--- src/rtl/surf_rackctl_mphy_if.sv ---
// Transaction bus between the rackctl bridge (master) and the RACKctl PHY engine (slave).
interface surf_rackctl_mphy_if #(
    parameter int ADDR_BITS = 24,
    parameter int DATA_BITS = 32
);
    logic                 mode_i;
    logic [ADDR_BITS-1:0] txn_addr_i;
    logic [DATA_BITS-1:0] txn_data_i;
    logic                 txn_start_i;
    logic [DATA_BITS-1:0] txn_resp_o;
    logic                 txn_done_o;
    logic                 txn_err_o;
    logic                 txn_perr_o;
    logic                 mode_o;

    // Handshake: txn_start_i is a 1-clk strobe with addr/data/mode valid alongside it; the master
    // holds addr/data until txn_done_o or txn_err_o pulses. There is no ready: a strobe while busy is dropped.
    modport master (
        output mode_i, txn_addr_i, txn_data_i, txn_start_i,
        input  txn_resp_o, txn_done_o, txn_err_o, txn_perr_o, mode_o
    );
    modport slave (
        input  mode_i, txn_addr_i, txn_data_i, txn_start_i,
        output txn_resp_o, txn_done_o, txn_err_o, txn_perr_o, mode_o
    );
endinterface

--- src/rtl/surf_rackctl_mphy.sv ---
// RACKctl PHY engine, TURFIO side: serialises bridge transactions on the half-duplex line,
// captures the SURF response, checks parity and re-issues on timeout/parity failure.
module surf_rackctl_mphy #(
    parameter int ADDR_BITS       = 24,
    parameter int DATA_BITS       = 32,
    parameter int TURNAROUND_CLKS = 128,
    parameter int TIMEOUT_CLKS    = 128,
    parameter int MAX_RETRY       = 1
) (
    input  logic                sysclk_i,
    input  logic                rst_i,
    surf_rackctl_mphy_if.slave  bus,
    output logic                rack_out_o,
    output logic                rack_tri_o,
    output logic                rack_ce_o,
    input  logic                rack_in_i,
    output logic [3:0]          state_o
);
    localparam int TXW     = ADDR_BITS + DATA_BITS;
    localparam int M1      = (TURNAROUND_CLKS > TIMEOUT_CLKS) ? TURNAROUND_CLKS : TIMEOUT_CLKS;
    localparam int M2      = (ADDR_BITS > DATA_BITS + 1) ? ADDR_BITS : DATA_BITS + 1;
    localparam int M3      = (M1 > M2) ? M1 : M2;
    localparam int CNT_MAX = (M3 > 5) ? M3 : 5;
    localparam int CW      = $clog2(CNT_MAX + 1);
    localparam int RW      = (MAX_RETRY < 1) ? 1 : $clog2(MAX_RETRY + 1);

    typedef enum logic [3:0] {
        S_IDLE0, S_IDLE1, S_PRE, S_ADDR, S_DATA, S_PAR, S_TA0,
        S_POST, S_START, S_CAP, S_DONE, S_FAIL, S_TA1
    } state_t;

    state_t               state_q, state_d;
    logic [CW-1:0]        cnt_q, cnt_d;
    logic [RW-1:0]        retry_q, retry_d;
    logic [TXW-1:0]       tx_q, tx_d;
    logic [DATA_BITS-1:0] rx_q, rx_d, resp_q, resp_d;
    logic                 mode_q, mode_d, par_q, par_d, is_read_q, is_read_d;
    logic                 switch_q, switch_d, pend_q, pend_d, rerun_q, rerun_d, perr_q, perr_d;
    logic                 can_retry;

    assign can_retry = (retry_q < RW'(MAX_RETRY));

    always_ff @(posedge sysclk_i) begin
        if (rst_i) begin
            state_q   <= S_IDLE0;
            cnt_q     <= '0;
            retry_q   <= '0;
            tx_q      <= '0;
            rx_q      <= '0;
            resp_q    <= '0;
            mode_q    <= 1'b0;
            par_q     <= 1'b0;
            is_read_q <= 1'b0;
            switch_q  <= 1'b0;
            pend_q    <= 1'b0;
            rerun_q   <= 1'b0;
            perr_q    <= 1'b0;
        end else begin
            state_q   <= state_d;
            cnt_q     <= cnt_d;
            retry_q   <= retry_d;
            tx_q      <= tx_d;
            rx_q      <= rx_d;
            resp_q    <= resp_d;
            mode_q    <= mode_d;
            par_q     <= par_d;
            is_read_q <= is_read_d;
            switch_q  <= switch_d;
            pend_q    <= pend_d;
            rerun_q   <= rerun_d;
            perr_q    <= perr_d;
        end
    end

    always_comb begin
        state_d   = state_q;
        retry_d   = retry_q;
        tx_d      = tx_q;
        rx_d      = rx_q;
        resp_d    = resp_q;
        mode_d    = mode_q;
        par_d     = par_q;
        is_read_d = is_read_q;
        switch_d  = switch_q;
        pend_d    = pend_q;
        rerun_d   = rerun_q;
        perr_d    = perr_q;
        case (state_q)
            S_IDLE0, S_IDLE1: begin
                // A mode change outranks a start; the start is parked and issued once the new mode is idle.
                if (bus.mode_i != mode_q) begin
                    pend_d = pend_q | bus.txn_start_i;
                    if (mode_q) begin
                        mode_d  = 1'b0;
                        state_d = S_DONE;
                    end else begin
                        switch_d = 1'b1;
                        state_d  = S_TA0;
                    end
                end else if (bus.txn_start_i || pend_q) begin
                    pend_d    = 1'b0;
                    retry_d   = '0;
                    is_read_d = mode_q | bus.txn_addr_i[ADDR_BITS-1];
                    tx_d      = {bus.txn_addr_i, bus.txn_data_i};
                    par_d     = 1'b0;
                    state_d   = mode_q ? S_POST : S_PRE;
                end
            end
            S_PRE: if (cnt_q == CW'(4)) state_d = S_ADDR;
            S_ADDR: begin
                tx_d  = tx_q << 1;
                par_d = par_q ^ tx_q[TXW-1];
                if (cnt_q == CW'(ADDR_BITS - 1)) state_d = is_read_q ? S_PAR : S_DATA;
            end
            S_DATA: begin
                tx_d  = tx_q << 1;
                par_d = par_q ^ tx_q[TXW-1];
                if (cnt_q == CW'(DATA_BITS - 1)) state_d = S_PAR;
            end
            S_PAR: state_d = S_TA0;
            S_TA0: begin
                if (cnt_q == CW'(TURNAROUND_CLKS - 1)) begin
                    if (switch_q) begin
                        switch_d = 1'b0;
                        mode_d   = 1'b1;
                        state_d  = S_DONE;
                    end else begin
                        state_d = S_POST;
                    end
                end
            end
            S_POST: begin
                if (rack_in_i) begin
                    state_d = S_START;
                end else begin
                    perr_d  = 1'b0;
                    state_d = S_FAIL;
                end
            end
            S_START: begin
                if (!rack_in_i) begin
                    state_d = is_read_q ? S_CAP : S_DONE;
                end else if (cnt_q == CW'(TIMEOUT_CLKS - 1)) begin
                    perr_d  = 1'b0;
                    state_d = S_FAIL;
                end
            end
            S_CAP: begin
                // Last CAP clock carries the parity bit: 1 when the data word holds an even number of ones.
                if (cnt_q == CW'(DATA_BITS)) begin
                    if (rack_in_i == ~^rx_q) begin
                        resp_d  = rx_q;
                        state_d = S_DONE;
                    end else begin
                        perr_d  = 1'b1;
                        state_d = S_FAIL;
                    end
                end else begin
                    rx_d = {rx_q[DATA_BITS-2:0], rack_in_i};
                end
            end
            S_DONE: state_d = mode_q ? S_IDLE1 : S_TA1;
            S_FAIL: begin
                if (can_retry) begin
                    retry_d = retry_q + RW'(1);
                    if (mode_q) begin
                        state_d = S_POST;
                    end else begin
                        rerun_d = 1'b1;
                        state_d = S_TA1;
                    end
                end else begin
                    state_d = mode_q ? S_IDLE1 : S_TA1;
                end
            end
            S_TA1: begin
                if (cnt_q == CW'(TURNAROUND_CLKS - 1)) begin
                    if (rerun_q) begin
                        rerun_d = 1'b0;
                        tx_d    = {bus.txn_addr_i, bus.txn_data_i};
                        par_d   = 1'b0;
                        state_d = S_PRE;
                    end else begin
                        state_d = S_IDLE0;
                    end
                end
            end
            default: state_d = S_IDLE0;
        endcase
        cnt_d = (state_d != state_q) ? '0 : cnt_q + CW'(1);
    end

    always_comb begin
        rack_out_o = 1'b1;
        rack_tri_o = 1'b0;
        rack_ce_o  = 1'b0;
        case (state_q)
            S_PRE:          rack_out_o = ~cnt_q[0];
            S_ADDR, S_DATA: rack_out_o = tx_q[TXW-1];
            S_PAR:          rack_out_o = ~par_q;
            S_TA0, S_POST, S_START, S_CAP, S_IDLE1: begin
                rack_tri_o = 1'b1;
                rack_ce_o  = 1'b1;
            end
            S_DONE:         rack_tri_o = 1'b1;
            S_FAIL:         rack_tri_o = mode_q;
            default: ;
        endcase
    end

    assign bus.txn_resp_o = resp_q;
    assign bus.txn_done_o = (state_q == S_DONE);
    assign bus.txn_err_o  = (state_q == S_FAIL) && !can_retry;
    assign bus.txn_perr_o = (state_q == S_FAIL) && !can_retry && perr_q;
    assign bus.mode_o     = mode_q;
    assign state_o        = state_q;
endmodule

--- src/flat_wrapper.sv ---
// flat-port wrapper written by rule: the top's interface ports become plain ports
module surf_rackctl_mphy_flat 
#(
    parameter int ADDR_BITS       = 24,
    parameter int DATA_BITS       = 32,
    parameter int TURNAROUND_CLKS = 128,
    parameter int TIMEOUT_CLKS    = 128,
    parameter int MAX_RETRY       = 1
)
  (sysclk_i, rst_i, rack_out_o, rack_tri_o, rack_ce_o, rack_in_i, state_o, bus_mode_i, bus_txn_addr_i, bus_txn_data_i, bus_txn_start_i, bus_txn_resp_o, bus_txn_done_o, bus_txn_err_o, bus_txn_perr_o, bus_mode_o);
  surf_rackctl_mphy_if #(.ADDR_BITS(ADDR_BITS), .DATA_BITS(DATA_BITS)) bus_i ();
  input  logic sysclk_i;
  input  logic rst_i;
  output logic rack_out_o;
  output logic rack_tri_o;
  output logic rack_ce_o;
  input  logic rack_in_i;
  output logic [3:0] state_o;
  input wire logic [$bits(bus_i.mode_i)-1:0] bus_mode_i;
  input wire logic [$bits(bus_i.txn_addr_i)-1:0] bus_txn_addr_i;
  input wire logic [$bits(bus_i.txn_data_i)-1:0] bus_txn_data_i;
  input wire logic [$bits(bus_i.txn_start_i)-1:0] bus_txn_start_i;
  output wire logic [$bits(bus_i.txn_resp_o)-1:0] bus_txn_resp_o;
  output wire logic [$bits(bus_i.txn_done_o)-1:0] bus_txn_done_o;
  output wire logic [$bits(bus_i.txn_err_o)-1:0] bus_txn_err_o;
  output wire logic [$bits(bus_i.txn_perr_o)-1:0] bus_txn_perr_o;
  output wire logic [$bits(bus_i.mode_o)-1:0] bus_mode_o;
  assign bus_i.mode_i = bus_mode_i;
  assign bus_i.txn_addr_i = bus_txn_addr_i;
  assign bus_i.txn_data_i = bus_txn_data_i;
  assign bus_i.txn_start_i = bus_txn_start_i;
  assign bus_txn_resp_o = bus_i.txn_resp_o;
  assign bus_txn_done_o = bus_i.txn_done_o;
  assign bus_txn_err_o = bus_i.txn_err_o;
  assign bus_txn_perr_o = bus_i.txn_perr_o;
  assign bus_mode_o = bus_i.mode_o;
  surf_rackctl_mphy #(.ADDR_BITS(ADDR_BITS), .DATA_BITS(DATA_BITS), .TURNAROUND_CLKS(TURNAROUND_CLKS), .TIMEOUT_CLKS(TIMEOUT_CLKS), .MAX_RETRY(MAX_RETRY)) u_core (.sysclk_i(sysclk_i), .rst_i(rst_i), .bus(bus_i), .rack_out_o(rack_out_o), .rack_tri_o(rack_tri_o), .rack_ce_o(rack_ce_o), .rack_in_i(rack_in_i), .state_o(state_o));
endmodule
--- config.mk ---
export PLATFORM = sky130hd
export DESIGN_NAME = surf_rackctl_mphy_flat
export DESIGN_NICKNAME = d
export VERILOG_FILES = /design/src/rtl/surf_rackctl_mphy_if.sv /design/src/rtl/surf_rackctl_mphy.sv /design/src/flat_wrapper.sv
export SDC_FILE = /design/constraint.sdc
export NUM_CORES = 1
export LEC_CHECK = 0
export CORE_MARGIN = 1
export CORE_UTILIZATION = 56
export CTS_BUF_LIST = sky130_fd_sc_hd__clkbuf_8
export CTS_CLUSTER_DIAMETER = 50
export CTS_CLUSTER_SIZE = 20
export DETAILED_ROUTE_END_ITERATION = 8
export HOLD_SLACK_MARGIN = 0.05
export PLACE_DENSITY_LB_ADDON = 0.08
export SKIP_LAST_GASP = 1
export SYNTH_ARGS = -nofsm -noshare
export SYNTH_HDL_FRONTEND = slang
export SYNTH_SLANG_ARGS = --single-unit
--- constraint.sdc ---
create_clock -name sysclk_i -period 2.7 [get_ports sysclk_i]
set_input_delay 0.405 -clock sysclk_i [delete_from_list [all_inputs] [get_ports sysclk_i]]
set_output_delay 0.405 -clock sysclk_i [all_outputs]
set_load 0.005 [all_outputs]
==> impl_metrics.py, run 1 <==
metrics = {
    "worst_setup_path": {
        "path_cells": "buf_4, and4b_1, buf_4, and3_1, clkdlybuf4s50_1",
        "arrival_ps": 2120,
        "crit_required_ps": 2300,
        "rrSetupSlack_ps": 240,
        "crit_slowest_cell": "clkdlybuf4s50_1",
        "cp_top_family": "buffers and inverters",
        "critPathMaxStageDelay_ps": 500,
        "worst_setup_path_end_kind": "output pin",
        "start_kind": "flop",
        "path_max_fanout": 10,
        "rr_endpoint": "u_core.cnt_q[7]",
        "r2r_start": "u_core.cnt_q[0]",
        "worst_r2r_path_depth": 8,
        "crit_buf_inv": 3,
        "path_common_cell": "buf_4",
        "worst-setup-path-type": "flop to output pin",
    },
    "route": {
        "wl_per_cell_um": 14.9,
        "ant_nets": 0,
        "route.met2.wl_um": 6890,
        "num_vias": 5533,
        "drtIter0Drc": 356,
        "firstDrtPassIters": 6,
        "drt_wl_total_um": 14700,
        "dr.max_layer_used": "met4",
        "wl_met1_um": 6830,
        "vias_per_cell": 5.63,
        "drc": 0,
        "dr_wl_met3_um": 820,
    },
    "flow_run": {
        "maxCapViolCount": 0,
    },
    "global_route": {
        "gr-total-overflow": 0,
        "antenna_found_initial": 0,
        "grt_pass1_wl_um": 25000,
        "grt_max_degree": 123,
        "gr-usage-all-layers": 0.244,
        "grt_pass1_vias": 5379,
    },
    "logic_synthesis": {
        "synth-seq-area-share": 0.410,
        "ys_top_cells_by_area": "dfxtp_1 (41%), mux2i_1 (18%), a211oi_1 (6.2%), nand2b_1 (5.9%), nor2_1 (5.8%)",
        "async_flop_share": 0,
        "synth_edf_count": 0,
        "ys_ff_latch": 140,
        "synth_most_common_cell": "dfxtp_1",
        "yosysTopAreaCell": "dfxtp_1",
        "avgSynthCellArea_sq_um": 9.44,
        "synth_area_sq_um": 6840,
        "synthCells": 724,
        "synth_nets": 787,
        "synth_ff_type": "dfxtp_1",
        "yosysTopAreaCellShare": 0.410,
        "ys_types": 65,
        "ys_warn_count": 0,
        "synthTopCellsByCount": "dfxtp_1 (140), mux2i_1 (122), nor2_1 (105), nand2b_1 (65), a211oi_1 (56)",
    },
    "min_path": {
        "hold_end": "u_core.retry_q",
        "whs_path_depth": 2,
        "min_path_type": "input port to flop",
        "hold_start": "rst_i",
    },
    "pwr": {
        "switching_power_mw": 1.24,
        "pwr-share-seq": 0.488,
        "p_int_mw": 3.49,
        "p_leak_nw": 2.94,
        "finalPower_mw": 4.72,
        "pwr-share-comb": 0.171,
        "power.density_nw_per_um2": 551,
        "p_clk_frac": 0.341,
        "ir_drop_mv": 0.512,
        "swShare": 0.262,
    },
    "finish": {
        "fin_util": 0.734,
        "layout.nets": 891,
        "drive_gt1_frac": 0.104,
        "multi_input_area_sq_um": 3760,
        "design_area_sq_um": 8560,
        "insertedDiodeCount": 0,
        "final_cells": 983,
        "area_delta_synth_final_pct": 25.3,
        "seqCellArea_sq_um": 2810,
        "nFillCells": 889,
    },
    "sta": {
        "maxSlewViolCount": 0,
        "period_share": 0.935,
        "period_minus_slack_ps": 2520,
        "skew_ps": 11.9,
        "hold_viol": 0,
        "postLayoutSetupSlackWorst_ps": 176,
        "tightest_slew_ps": 539,
        "setup_violations": 0,
        "fmax_mhz": 396,
        "rsz0062_at_grt": "false",
        "slew_headroom": 0.641,
        "whs_ps": 408,
        "setup_tns_ps": 0,
    },
    "place": {
        "globalplace.congestion": 0.946,
        "placed_cells": 950,
        "dp_hpwl_um": 9990,
        "place_ws_ps": 46.2,
        "dpl-instance-area_sq_um": 8130,
        "io_buffers": 103,
    },
    "clock_tree": {
        "clk_path_buf_depth": 2,
        "cts_sinks": 140,
        "cts_buffers": 17,
        "clk_pin_slew_ps": 70,
        "clk_latency_ps": 440,
        "cts_hold_buf": 0,
        "htreeDepth": 4,
        "tritoncts": "built",
        "ctsRootBufferMaster": "clkbuf_8",
    },
    "floorplanning": {
        "fp-row-count": 39,
        "fp.dieW_um": 112,
        "coreArea_sq_um": 11700,
        "die_height_um": 112,
        "start_util": 0.586,
        "io_pins": 104,
        "die_area_sq_um": 12700,
    },
    "run_status": {
        "status": "complete, no violations",
    },
}
-- sequential cells by signal, summed over array words and instances, names as in the netlist --
name and flops:
u_core.is_read_q 1, u_core.rerun_q 1, u_core.pend_q 1, u_core.retry_q 1
u_core.rx_q 32, u_core.par_q 1, u_core.bus.mode_o 1, u_core.state_o 4
u_core.perr_q 1, u_core.bus.txn_resp_o 32, u_core.tx_q 56, u_core.cnt_q 8
u_core.switch_q 1
-- cells in the final DEF, fill, tap and decap left out, types with 3 or more instances in the layout --
cell type          n
dfxtp_1          137
mux2i_1          122
nor2_1           104
clkdlybuf4s50_1  101
nand2b_1          65
a211oi_1          56
buf_4             34
xnor2_1           31
clkbuf_8          20
inv_1             19
nand2_1           14
a21oi_1           12
nor4_1             9
nor3_1             6
and3_1             5
buf_12             5
nor2b_1            4
a31oi_1            4
nand3_1            4
xor2_1             4
clkinv_2           4
a211o_1            3
and2_1             3
nor4bb_1           3
a21boi_0           3
or3_1              3
nor4b_1            3
nor4b_2            3
o21ai_0            3
-- power by group through the flow --
stage	clock (mW)	combinational, mW	sequential (mW)
after floorplan	0	0.543	2.32
after global placement	0	0.770	2.34
after detailed placement	0	0.803	2.35
after CTS	1.65	0.808	2.30
after global routing	1.76	0.891	2.32
final	1.61	0.808	2.30
-- worst max-delay path by stage --
| stage | from | end | slack (ps) | depth (start not counted) |
|---|---|---|---|---|
| finish | u_core.state_o[3] | bus_txn_perr_o | 180 | 5 |
| detailed placement | rack_in_i | u_core.bus.txn_resp_o[24] | 50 | 8 |
| CTS | u_core.state_o[0] | rack_out_o | 4 | 6 |
| global route | u_core.cnt_q[0] | u_core.cnt_q[3] | 6 | 8 |
| floorplan | u_core.cnt_q[5] | u_core.cnt_q[2] | 490 | 7 |
| global placement | rack_in_i | u_core.bus.txn_resp_o[12] | 120 | 8 |
-- cell type report --
class | count | area share
inverter | 15 | 0.00658
multi-input combinational | 513 | 0.439
clock inverter | 11 | 0.0121
timing repair buffer | 141 | 0.161
tap | 143 | 0.0209
clock buffer | 20 | 0.0321
sequential | 140 | 0.328
-- logic make-up after synthesis --
kind of cell,Yosys count,synth area share
simple gates,246,0.191
flops,140,0.410
mux,124,0.182
compound gates,104,0.115
buf+inv,71,0.0469
xor+xnor,37,0.0514
fa+ha+maj,2,0.00366
-- repair_timing --
| item | CTS | global route |
|---|---|---|
| cloned | 0 | 0 |
| gates resized for setup | 2 | 9 |
| setup endpoints to repair | 1 | 20 |
| buffers inserted | 0 | 2 |
| pin swaps | 0 | 1 |
-- layer usage --
layer,vias to the layer above,global-route usage
met3,14,0.0734
li1,2760,-
met2,163,0.386
met4,0,0.0916
met5,-,0
met1,2596,0.314
(Power assumes the default switching activity.)
==> inputs of run 2 (changes only) <==
--- a/config.mk
+++ b/config.mk
@@ -5,7 +5,7 @@
 export SDC_FILE = /design/constraint.sdc
 export NUM_CORES = 1
 export LEC_CHECK = 0
-export CORE_MARGIN = 1
+export CORE_MARGIN = 2
 export CORE_UTILIZATION = 56
 export CTS_BUF_LIST = sky130_fd_sc_hd__clkbuf_8
 export CTS_CLUSTER_DIAMETER = 50
==> impl_metrics.py, run 2 (same netlist as run 1, synthesis figures left out) <==
metrics = {
    "run_status": {
        "status": "complete, no violations",
    },
    "sta": {
        "slew_headroom": 0.464,
        "setup_violations": 0,
        "rsz0062_at_grt": "false",
        "hold_viol": 0,
        "setup_tns_ps": 0,
        "whs_ps": 447,
        "skew_ps": 12.8,
        "tightest_slew_ps": 796,
        "maxSlewViolCount": 0,
        "fmax_mhz": 388,
        "period_minus_slack_ps": 2570,
        "period_share": 0.954,
    },
    "pwr": {
        "p_leak_nw": 2.94,
        "finalPower_mw": 4.93,
        "ir_drop_mv": 0.411,
        "power.density_nw_per_um2": 573,
    },
    "route": {
        "firstDrtPassIters": 5,
        "drc": 0,
        "ant_nets": 0,
        "drt_wl_total_um": 15000,
        "num_vias": 5436,
        "vias_per_cell": 5.53,
        "wl_per_cell_um": 15.3,
        "drtIter0Drc": 231,
    },
    "flow_run": {
        "maxCapViolCount": 0,
    },
    "global_route": {
        "gr-usage-all-layers": 0.242,
        "grt_pass1_vias": 5369,
        "grt_pass1_wl_um": 25300,
        "antenna_found_initial": 0,
        "gr-total-overflow": 0,
        "grt_max_degree": 98,
    },
    "floorplanning": {
        "start_util": 0.571,
        "coreArea_sq_um": 12000,
        "die_area_sq_um": 13100,
        "die_height_um": 114,
        "io_pins": 104,
        "fp.dieW_um": 114,
        "fp-row-count": 40,
    },
    "finish": {
        "insertedDiodeCount": 0,
        "nFillCells": 945,
        "mostFrequentLayoutCell": "dfxtp_1",
        "layout_common_cells": "dfxtp_1 (138), mux2i_1 (122), nor2_1 (104), clkdlybuf4s50_1 (101), nand2b_1 (65)",
        "final_cells": 983,
        "drive_gt1_frac": 0.100,
        "area_delta_synth_final_pct": 25.7,
        "regMostFlops": "u_core.tx_q",
        "layout.nets": 886,
        "largest_reg_flops": 56,
    },
    "min_path": {
        "hold_start": "rst_i",
        "min_path_type": "input port to flop",
    },
    "clock_tree": {
        "ctsRootBufferMaster": "clkbuf_8",
        "post_cts_buffers": 0,
        "htreeDepth": 4,
        "clk_latency_ps": 460,
        "cts_buffers": 17,
        "clk_pin_slew_ps": 80,
        "cts_sinks": 140,
        "tritoncts": "built",
        "clk_path_buf_depth": 2,
    },
    "worst_setup_path": {
        "worst_setup_path_end_kind": "output pin",
        "cp_top_family": "buffers and inverters",
        "r2r_start": "u_core.cnt_q[0]",
        "start_kind": "flop",
        "crit_required_ps": 2300,
        "worst-setup-path-type": "flop to output pin",
        "rr_endpoint": "u_core.cnt_q[1]",
        "critPathMaxStageDelay_ps": 500,
        "worst_r2r_path_depth": 8,
        "rrSetupSlack_ps": 130,
        "crit_buf_inv": 2,
        "startpoint": "u_core.state_o[1]",
        "crit_slowest_cell": "clkdlybuf4s50_1",
        "path_max_fanout": 10,
        "cp.depth": 6,
        "crit_end": "rack_tri_o",
        "path_cells": "buf_4, nor2b_1, nand2_1, o31ai_1, a211o_1, clkdlybuf4s50_1",
        "arrival_ps": 2170,
    },
    "place": {
        "dp_hpwl_um": 10400,
        "placed_cells": 951,
        "io_buffers": 103,
        "globalplace.congestion": 0.873,
    },
}
==> run 2: worst reg2reg max path, stage by stage (launching register included) <==
cell and delay, ps:
dfxtp_1 380, inv_1 110, ha_1 200, nor4b_2 170
a41o_1 250, a2111oi_0 490, and4_1 380, o22ai_4 140
nor4_1 320
==> run 2: timing repair <==
action / 4_1_cts / 5_1_grt
endpoints found under the hold margin: 0 / 0
gates resized for setup: 3 / 4
endpoints found under the setup margin: 1 / 9
hold buffers: 0 / 0
==> run 2: how the worst min path moves through the flow <==
stage                                     end  depth (start not counted)  slack (ps)
floorplan                     u_core.cnt_q[0]                          1         450
global placement    u_core.bus.txn_resp_o[20]                          2         460
detailed placement  u_core.bus.txn_resp_o[22]                          2         460
CTS                           u_core.rx_q[18]                          2         440
global route                  u_core.rx_q[22]                          2         470
finish                        u_core.rx_q[18]                          2         450
==> run 2: area by class of cell <==
type	instances	area, sq um	share of cell area
clock buffer	21	289	0.0336
sequential	140	2810	0.327
tap	147	184	0.0214
clock inverter	11	140	0.0163
multi-input combinational	513	3750	0.436
inverter	15	56.3	0.00655
timing repair buffer	136	1370	0.159
==> run 2: power breakdown <==
group / internal (mW) / leakage (nW) / total, mW / switching [mW]
registers: 2.21 / 1.14 / 2.30 / 0.0873
logic: 0.405 / 1.57 / 0.812 / 0.408
clock network: 1.01 / 0.227 / 1.82 / 0.809
==> run 2: per-layer routing <==
layer / up-vias / wire (um) / global-route usage
li1: 2749 / - / -
met1: 2514 / 6800 / 0.300
met2: 139 / 7030 / 0.390
met3: 34 / 821 / 0.0699
met4: 0 / 380 / 0.105
met5: - / 0 / 0
==> run 2: per-stage QoR <==
step,utilization,instance area (sq um),worst slack [ps]
finish,0.719,8590,126
global route,0.719,8590,16.4
CTS,0.717,8580,16.5
detailed placement,0.681,8140,-30.7
global placement,0.681,8140,76.7
floorplan,-,6840,486
